==> src/rtl/la_vdemux5_reg.sv <==
// rtl/la_vdemux5_reg.sv - registered 5-output one-hot vector demux with per-channel holding registers
// Optional feature macro: LA_VDEMUX5_DROPCNT_EN (saturating zero-hot drop counter on drops)
module la_vdemux5_reg #(
  parameter int N    = 1,
  parameter     PROP = "DEFAULT"
) (
  input  logic         clk,
  input  logic         reset,
  input  logic         in_valid,
  output logic         in_ready,
  input  logic         sel4,
  input  logic         sel3,
  input  logic         sel2,
  input  logic         sel1,
  input  logic         sel0,
  input  logic [N-1:0] in,
  output logic         valid4,
  output logic         valid3,
  output logic         valid2,
  output logic         valid1,
  output logic         valid0,
  input  logic         ready4,
  input  logic         ready3,
  input  logic         ready2,
  input  logic         ready1,
  input  logic         ready0,
  output logic [N-1:0] out4,
  output logic [N-1:0] out3,
  output logic [N-1:0] out2,
  output logic [N-1:0] out1,
  output logic [N-1:0] out0,
  output logic [7:0]   drops
);

  logic [4:0]   w_sel;
  logic [4:0]   w_ready;
  logic [4:0]   w_free;
  logic         w_xfer;
  logic         w_drop;
  logic         w_prop_unused;
  logic [4:0]   r_valid;
  logic [N-1:0] r_out [5];

  // PROP is a pass-through cell property with no effect on the logic
  assign w_prop_unused = |PROP;

  assign w_sel   = {sel4, sel3, sel2, sel1, sel0};
  assign w_ready = {ready4, ready3, ready2, ready1, ready0};

  // A channel can take a word when it is empty or being drained this cycle;
  // the input is accepted only if every selected channel can take it, so a
  // broadcast is all-or-nothing and zero-hot always accepts.
  assign w_free   = ~r_valid | w_ready;
  assign in_ready = &(~w_sel | w_free);
  assign w_xfer   = in_valid & in_ready;
  assign w_drop   = in_valid & (w_sel == 5'b0);

  genvar k;
  generate
    for (k = 0; k < 5; k++) begin : g_ch
      // Per-channel holding register: refill wins over drain, data kept after drain
      always_ff @(posedge clk) begin
        if (reset) begin
          r_valid[k] <= 1'b0;
          r_out[k]   <= '0;
        end else if (w_xfer && w_sel[k]) begin
          r_valid[k] <= 1'b1;
          r_out[k]   <= in;
        end else if (r_valid[k] && w_ready[k]) begin
          r_valid[k] <= 1'b0;
        end
      end
    end
  endgenerate

  assign {valid4, valid3, valid2, valid1, valid0} = r_valid;
  assign out4 = r_out[4];
  assign out3 = r_out[3];
  assign out2 = r_out[2];
  assign out1 = r_out[1];
  assign out0 = r_out[0];

`ifdef LA_VDEMUX5_DROPCNT_EN
  logic [7:0] r_drops;

  // Count zero-hot transfers, saturating at 255 until the next reset
  always_ff @(posedge clk) begin
    if (reset) begin
      r_drops <= 8'd0;
    end else if (w_drop && (r_drops != 8'hFF)) begin
      r_drops <= r_drops + 8'd1;
    end
  end

  assign drops = r_drops;
`else
  logic w_drop_unused;
  assign w_drop_unused = w_drop;
  assign drops = 8'd0;
`endif

endmodule
==> config.mk <==
export PLATFORM = sky130hd
export DESIGN_NAME = la_vdemux5_reg
export DESIGN_NICKNAME = d
export VERILOG_FILES = /design/src/rtl/la_vdemux5_reg.sv
export SDC_FILE = /design/constraint.sdc
export NUM_CORES = 1
export LEC_CHECK = 0
export CAP_MARGIN = 20
export CORE_UTILIZATION = 34
export DETAILED_ROUTE_END_ITERATION = 7
export GPL_ROUTABILITY_DRIVEN = 0
export GPL_TIMING_DRIVEN = 0
export PLACE_DENSITY = 0.76
export SYNTH_ARGS = -nofsm -noshare
export SYNTH_HDL_FRONTEND = slang
export SYNTH_SLANG_ARGS = --single-unit
==> constraint.sdc <==
create_clock -name clk -period 1.1 [get_ports clk]
set_input_delay 0.165 -clock clk [delete_from_list [all_inputs] [get_ports clk]]
set_output_delay 0.165 -clock clk [all_outputs]
set_load 0.01 [all_outputs]
==> metrics.txt, run 1 <==
max incr delay on CP 0.33 ns; first-pass GRT wire length 2746 um; Row Count 15; die height 44.73 um; TritonRoute pass-1 iters 6; DP HPWL about 1000 um; critical path fanouts, max 2; yosys synthesis warning count 0; Num CTS Buffers 3; io pins 33; Critical Path Start Type flop; via count 675; failing checks negative setup slack; clock latency on the worst-skew pair 0.28 ns; core area between 1500 and 2000 um^2; Final Power 1.094 mW; GR Util All Layers 0.1921; Die Span X 44.73 um; Worst Path Arrival between 1 and 1.5 ns; P_sw 0.3019 mW; Pins Over Slew Limit 0; clk slew on worst S/H paths around 0.08 ns; WHS 0.3097 ns; clock share of power 0.323; Sw Share 0.2760; post-route insts no fill 135; Yosys top cell by area edfxtp_1; worst vdd ir 0.5556 mV; grt total ovfl 0; Pint 0.7918 mW; Comb power frac 0.284; Final Skew 0.006348 ns; worst path required time 0.94 ns; post-synthesis register bit count 10; sequential area share after synthesis 0.4032; DRC Markers 0; top cell type's share of synthesized area 0.2419; Port Buffers 24; final wirelength 1778 um; clock sinks 10; Placed Instances 121; Hold Vio Cnt, Final 0; worst path bufs/invs 1; Hold Path Class primary input to flop; status finished with violations; Nets about 130; CTS tree done; slack of the critical path -0.1554 ns; vias in the first global route 617; routed len/inst 13.17 um; via/cell ratio 5.000; First DRT Iteration DRCs 22; Root Driver clkbuf_4; Starting Density 0.3594; Netlist Area Pre-Place roughly 620 um^2; H-Tree Depth 1; minimum clock period approximately 1.3 ns; number of routed nets with antenna violations 0; final-report setup violation count 16; family with the most delay on the worst path simple AND/OR/NAND/NOR gates; max cap viols 0; Yosys cell types 21; largest net degree at the start of global routing 11; CP max-delay cell dfxtp_2; most area-consuming cells after synthesis edfxtp_1 24%, dfxtp_1 16%, buf_4 9.7%, a41o_1 8.1%, nand3_1 6.5%; RSZ-0062 raised after global routing yes; Diodes inserted 0; antenna violations before repair 0; Area Growth Syn to Fin 80.44%; P_leak 0.5337 nW; sum of negative setup slack -1.225 ns; Tcrit/Tclk final 1.141; Flop pwr share 0.392; critical setup path kind flop to output pin; Longest Clk Path Bufs 2; Fmax 796.6 MHz; pwr dens between 900 and 1000 nW/um^2; die area roughly 2000 um^2; share of cells above drive strength 1 0.5000; synthesized netlist cell count 65; average size of a mapped cell 9.548 um^2; pre-CTS setup slack -0.8320 ns; CP endpoint kind output pin; worst path cell trace nand3b_1, nand3_4, nor2_2, buf_2
-- layout make-up --
type / instances / area (um^2)
tap: 25 / 31.28
inverter: 1 / 5.005
buffer: 10 / 76.32
clock buffer: 4 / 36.28
fill: 148 / 606.8
multi-input combinational: 49 / 401.6
timing repair buffer: 36 / 312.8
sequential: 10 / 256.5
-- worst register-to-register path: cells and delay by family, from the launching register on --
kind / cells / cell delay (ns)
flops: 1 / 0.33
compound gates: 1 / 0.18
simple gates: 2 / 0.42
-- synthesized netlist by cell type --
cell      count
a31o_2        3
nand3_1       8
and3_1        3
and2_1        2
and3_2        1
nand2b_1      2
o32ai_1       2
a41o_1        5
nand3b_1      5
nor3b_1       3
conb_1        1
buf_4         8
buf_2         2
nor2_1        1
edfxtp_1      5
nand2_1       1
nor3_1        5
clkbuf_1      1
dfxtp_1       5
clkinv_1      1
buf_6         1
-- layout by cell type, fill, tap and decap left out --
| master | instances |
|---|---|
| buf_8 | 1 |
| and3_2 | 1 |
| o32ai_2 | 2 |
| nand2b_1 | 2 |
| nand3b_1 | 5 |
| a31o_4 | 3 |
| clkdlybuf4s50_1 | 3 |
| clkdlybuf4s15_1 | 2 |
| dlygate4sd2_1 | 13 |
| nor3_2 | 5 |
| nand2_2 | 1 |
| and3_1 | 2 |
| clkbuf_8 | 1 |
| conb_1 | 8 |
| nand3_1 | 7 |
| and3_4 | 1 |
| buf_4 | 15 |
| clkbuf_4 | 3 |
| nor2_2 | 1 |
| a41o_1 | 5 |
| nand3_4 | 1 |
| edfxtp_1 | 5 |
| and2_4 | 2 |
| clkbuf_2 | 5 |
| clkinv_2 | 1 |
| dfxtp_2 | 5 |
| nor3b_1 | 3 |
| buf_2 | 1 |
| buf_6 | 6 |
-- cells by family after synthesis --
group / count (synthesis) / share of synthesized area
buffers and inverters: 13 / 0.1431
AO/OA/AOI/OAI: 10 / 0.1512
AND/OR/NAND/NOR: 31 / 0.2964
flip-flops: 10 / 0.4032
other: 1 / 0.006043
-- per-stage QoR --
stage          utilization  area, um^2
5_1_grt             0.6486        1120
3_5_place_dp        0.5391       930.9
4_1_cts             0.6159        1064
2_1_floorplan            -       659.4
6_report            0.6486        1120
3_3_place_gp        0.5391       930.9
-- sequential cells by signal (all words and copies together), names as in the netlist --
register and flops:
valid1 1, valid2 1, valid3 1, valid0 1, r_out 5, valid4 1
-- power groups by stage --
stage	sequential, mW	clock [mW]	combinational [mW]
floorplan	0.452	0	0.119
global placement	0.438	0	0.257
detailed placement	0.439	0	0.258
CTS	0.428	0.335	0.278
global route	0.431	0.355	0.334
finish	0.429	0.354	0.311
-- worst paths after layout --
path | end | slack, ns | depth (start not counted) | start
setup / recovery | in_ready | -0.16 | 4 | valid2$_SDFFE_PP0P_
hold / removal | valid4$_SDFFE_PP0P_ | 0.31 | 3 | ready4
setup reg to reg | r_out[3]$_DFFE_PP_ | -0.12 | 3 | valid2$_SDFFE_PP0P_
hold reg to reg | valid0$_SDFFE_PP0P_ | 0.64 | 3 | valid0$_SDFFE_PP0P_
-- routing by layer --
| layer | vias to the layer above | wire length (um) | GRT usage |
|---|---|---|---|
| met2 | 37 | 855 | 0.3235 |
| met3 | 4 | 120 | 0.01600 |
| met5 | - | 0 | 0 |
| met1 | 310 | 755 | 0.2289 |
| met4 | 0 | 46 | 0.1394 |
| li1 | 324 | - | - |
-- repair_timing --
item                                    4_1_cts  5_1_grt
setup buffers                                10        3
pin swaps                                    12       16
endpoints found under the setup margin       26       22
hold buffers                                  0        0
gates resized for setup                      43       23
No activity file was read; power rests on OpenSTA's default activity.
==> run 2: changes to the inputs <==
--- a/config.mk
+++ b/config.mk
@@ -6,11 +6,12 @@
 export NUM_CORES = 1
 export LEC_CHECK = 0
 export CAP_MARGIN = 20
-export CORE_UTILIZATION = 34
+export CORE_UTILIZATION = 40
 export DETAILED_ROUTE_END_ITERATION = 7
 export GPL_ROUTABILITY_DRIVEN = 0
 export GPL_TIMING_DRIVEN = 0
-export PLACE_DENSITY = 0.76
+export PLACE_DENSITY = 0.84
+export RECOVER_POWER = 100
 export SYNTH_ARGS = -nofsm -noshare
 export SYNTH_HDL_FRONTEND = slang
 export SYNTH_SLANG_ARGS = --single-unit
==> constraint.sdc (replaced) <==
create_clock -name clk -period 1.5 [get_ports clk]
set_input_delay 0.225 -clock clk [delete_from_list [all_inputs] [get_ports clk]]
set_output_delay 0.225 -clock clk [all_outputs]
set_load 0.01 [all_outputs]
==> metrics.txt, run 2 (synthesized netlist as in run 1, its figures left out) <==
status completed; Critical R2R Launch valid3$_SDFFE_PP0P_; critical setup path kind primary input to flop; min-delay src sel4; antenna violations before repair 0 (unchanged); sum of negative setup slack 0 ns (+1.225 ns); first-pass GRT wire length 2339 um (-15%); Row Count 13 (-2); commonest non-fill, non-tap cell in the layout clkdlybuf4s50_1; commonest non-fill, non-tap cells in the layout 14 x clkdlybuf4s50_1, 9 x buf_4, 8 x conb_1; met2 usage 0.3320 (+0.008502); TritonRoute pass-1 iters 4 (-2); GR Util met3 0.05319 (+0.03719); Nets 117 (-6.4%); number of flip-flops under the largest register name 5 (unchanged); fin util 0.6978 (+0.04925); CP endpoint kind flop; H-Tree Depth 1 (unchanged); die height 41.39 um (-7.5%); Worst Path Arrival 1.49 ns (+0.40 ns); pwr dens 731.4 nW/um^2 (-25%); slack of the critical path 0.04014 ns (+0.1955 ns); max cap viols 0 (unchanged); DRC Markers 0 (unchanged); via/cell ratio 5.385 (+7.7%); met1 Use GR 0.2825 (+0.05361); pre-CTS setup slack -0.5801 ns (+0.2519 ns); critical path fanouts, max 8 (+6); vias in the first global route 521 (-16%); DP HPWL 1059 um (+2.6%); GR Util All Layers 0.2189 (+0.02677); clk slew on worst S/H paths 0.06 ns (-0.02 ns); Port Buffers 24 (unchanged); die area 1713 um^2 (-14%); Num CTS Buffers 3 (unchanged); Root Driver clkbuf_4; core area 1366 um^2 (-21%); clock latency on the worst-skew pair 0.26 ns (-0.02 ns); final-report setup violation count 0 (-16); via count 630 (-6.7%); Area Growth Syn to Fin 53.63%; number of routed nets with antenna violations 0 (unchanged); Final Power 0.6973 mW (-36%); final wirelength 1566 um (-12%); worst path required time 1.53 ns (+0.59 ns); grt peak-use layer met2; clock sinks 10 (unchanged); crit path from ready3; Pins Over Slew Limit 0 (unchanged); largest reg by FF count r_out; CTS tree done; P_leak 0.4318 nW (-19%); Die Span X 41.39 um (-7.5%); routed len/inst 13.38 um (+1.6%); Hold Path Class primary input to flop; worst vdd ir 0.4196 mV (-24%); Fmax 685.0 MHz; largest net degree at the start of global routing 11 (unchanged); grt total ovfl 0 (unchanged); Starting Density 0.4542 (+0.09479); io pins 33 (unchanged); RSZ-0062 raised after global routing no; First DRT Iteration DRCs 29 (+32%); Hold Vio Cnt, Final 0 (unchanged); Critical Path Start Type primary input; Longest Clk Path Bufs 2 (unchanged); Tcrit/Tclk final 0.9732; Final Skew 0.002673 ns (-0.003675 ns); minimum clock period about 1.5 ns; Diodes inserted 0 (unchanged); share of cells above drive strength 1 0.2255 (-0.2745)
[run 2: cell count changes in the layout (fill, tap and decap cells not counted), sizes merged, moves of 2 or more]
| cell | change |
|---|---|
| clkdlybuf4s15 | -2 |
| dlygate4sd2 | -10 |
| dlygate4sd3 | +5 |
| clkdlybuf4s50 | +11 |
| buf | -12 |
[run 2: cell type report]
class	count	area, um^2
Timing Repair Buffer	26	246.5
Multi-Input combinational cell	49	322.8
Fill cell	122	412.9
Inverter	1	3.754
Sequential cell	10	250.2
Buffer	12	85.08
Clock buffer	4	26.28
Tap cell	15	18.77
[run 2: path summary, 6_finish.rpt]
path	end	slack [ns]	depth (start not counted)
min reg2reg	valid0$_SDFFE_PP0P_	0.51	2
max reg2reg	r_out[4]$_SDFFCE_PN0P_	0.17	4
max	r_out[4]$_SDFFCE_PN0P_	0.04	5
min	valid4$_SDFFE_PP0P_	0.35	3
[run 2: metal layers]
layer  up-vias  routed length, um
met2        41                726
li1        307                  -
met1       276                678
met4         0                 22
met5         -                  0
met3         6                139
[run 2: where the power goes]
| group | total (mW) | switching (mW) | leakage, nW | internal, mW |
|---|---|---|---|---|
| clock network | 0.195 | 0.0927 | 0.0150 | 0.103 |
| registers | 0.313 | 0.00749 | 0.0943 | 0.306 |
| logic | 0.188 | 0.0844 | 0.323 | 0.104 |
[run 2: metrics by stage]
stage / instances / hold WS (ns) / cell area (um^2)
detailed placement: 111 / 0.5006 / 905.9
global placement: 111 / 0.4957 / 905.9
global route: 117 / 0.3694 / 953.4
CTS: 117 / 0.5163 / 953.4
finish: 117 / 0.3498 / 953.4
floorplan: 72 / 0.4018 / 646.9
[run 2: critical path: stages]
cell	delay, ns
clkdlybuf4s50_1	0.42
nand3b_1	0.23
and3_1	0.23
buf_6	0.13
a41o_1	0.24
[run 2: timing repair]
action | CTS | global route
pin swaps | 5 | 0
buffers inserted | 2 | 0
gates cloned | 0 | 0
gates resized for setup | 10 | 1
hold buffers | 0 | 0
endpoints found under the setup margin | 1 | 1
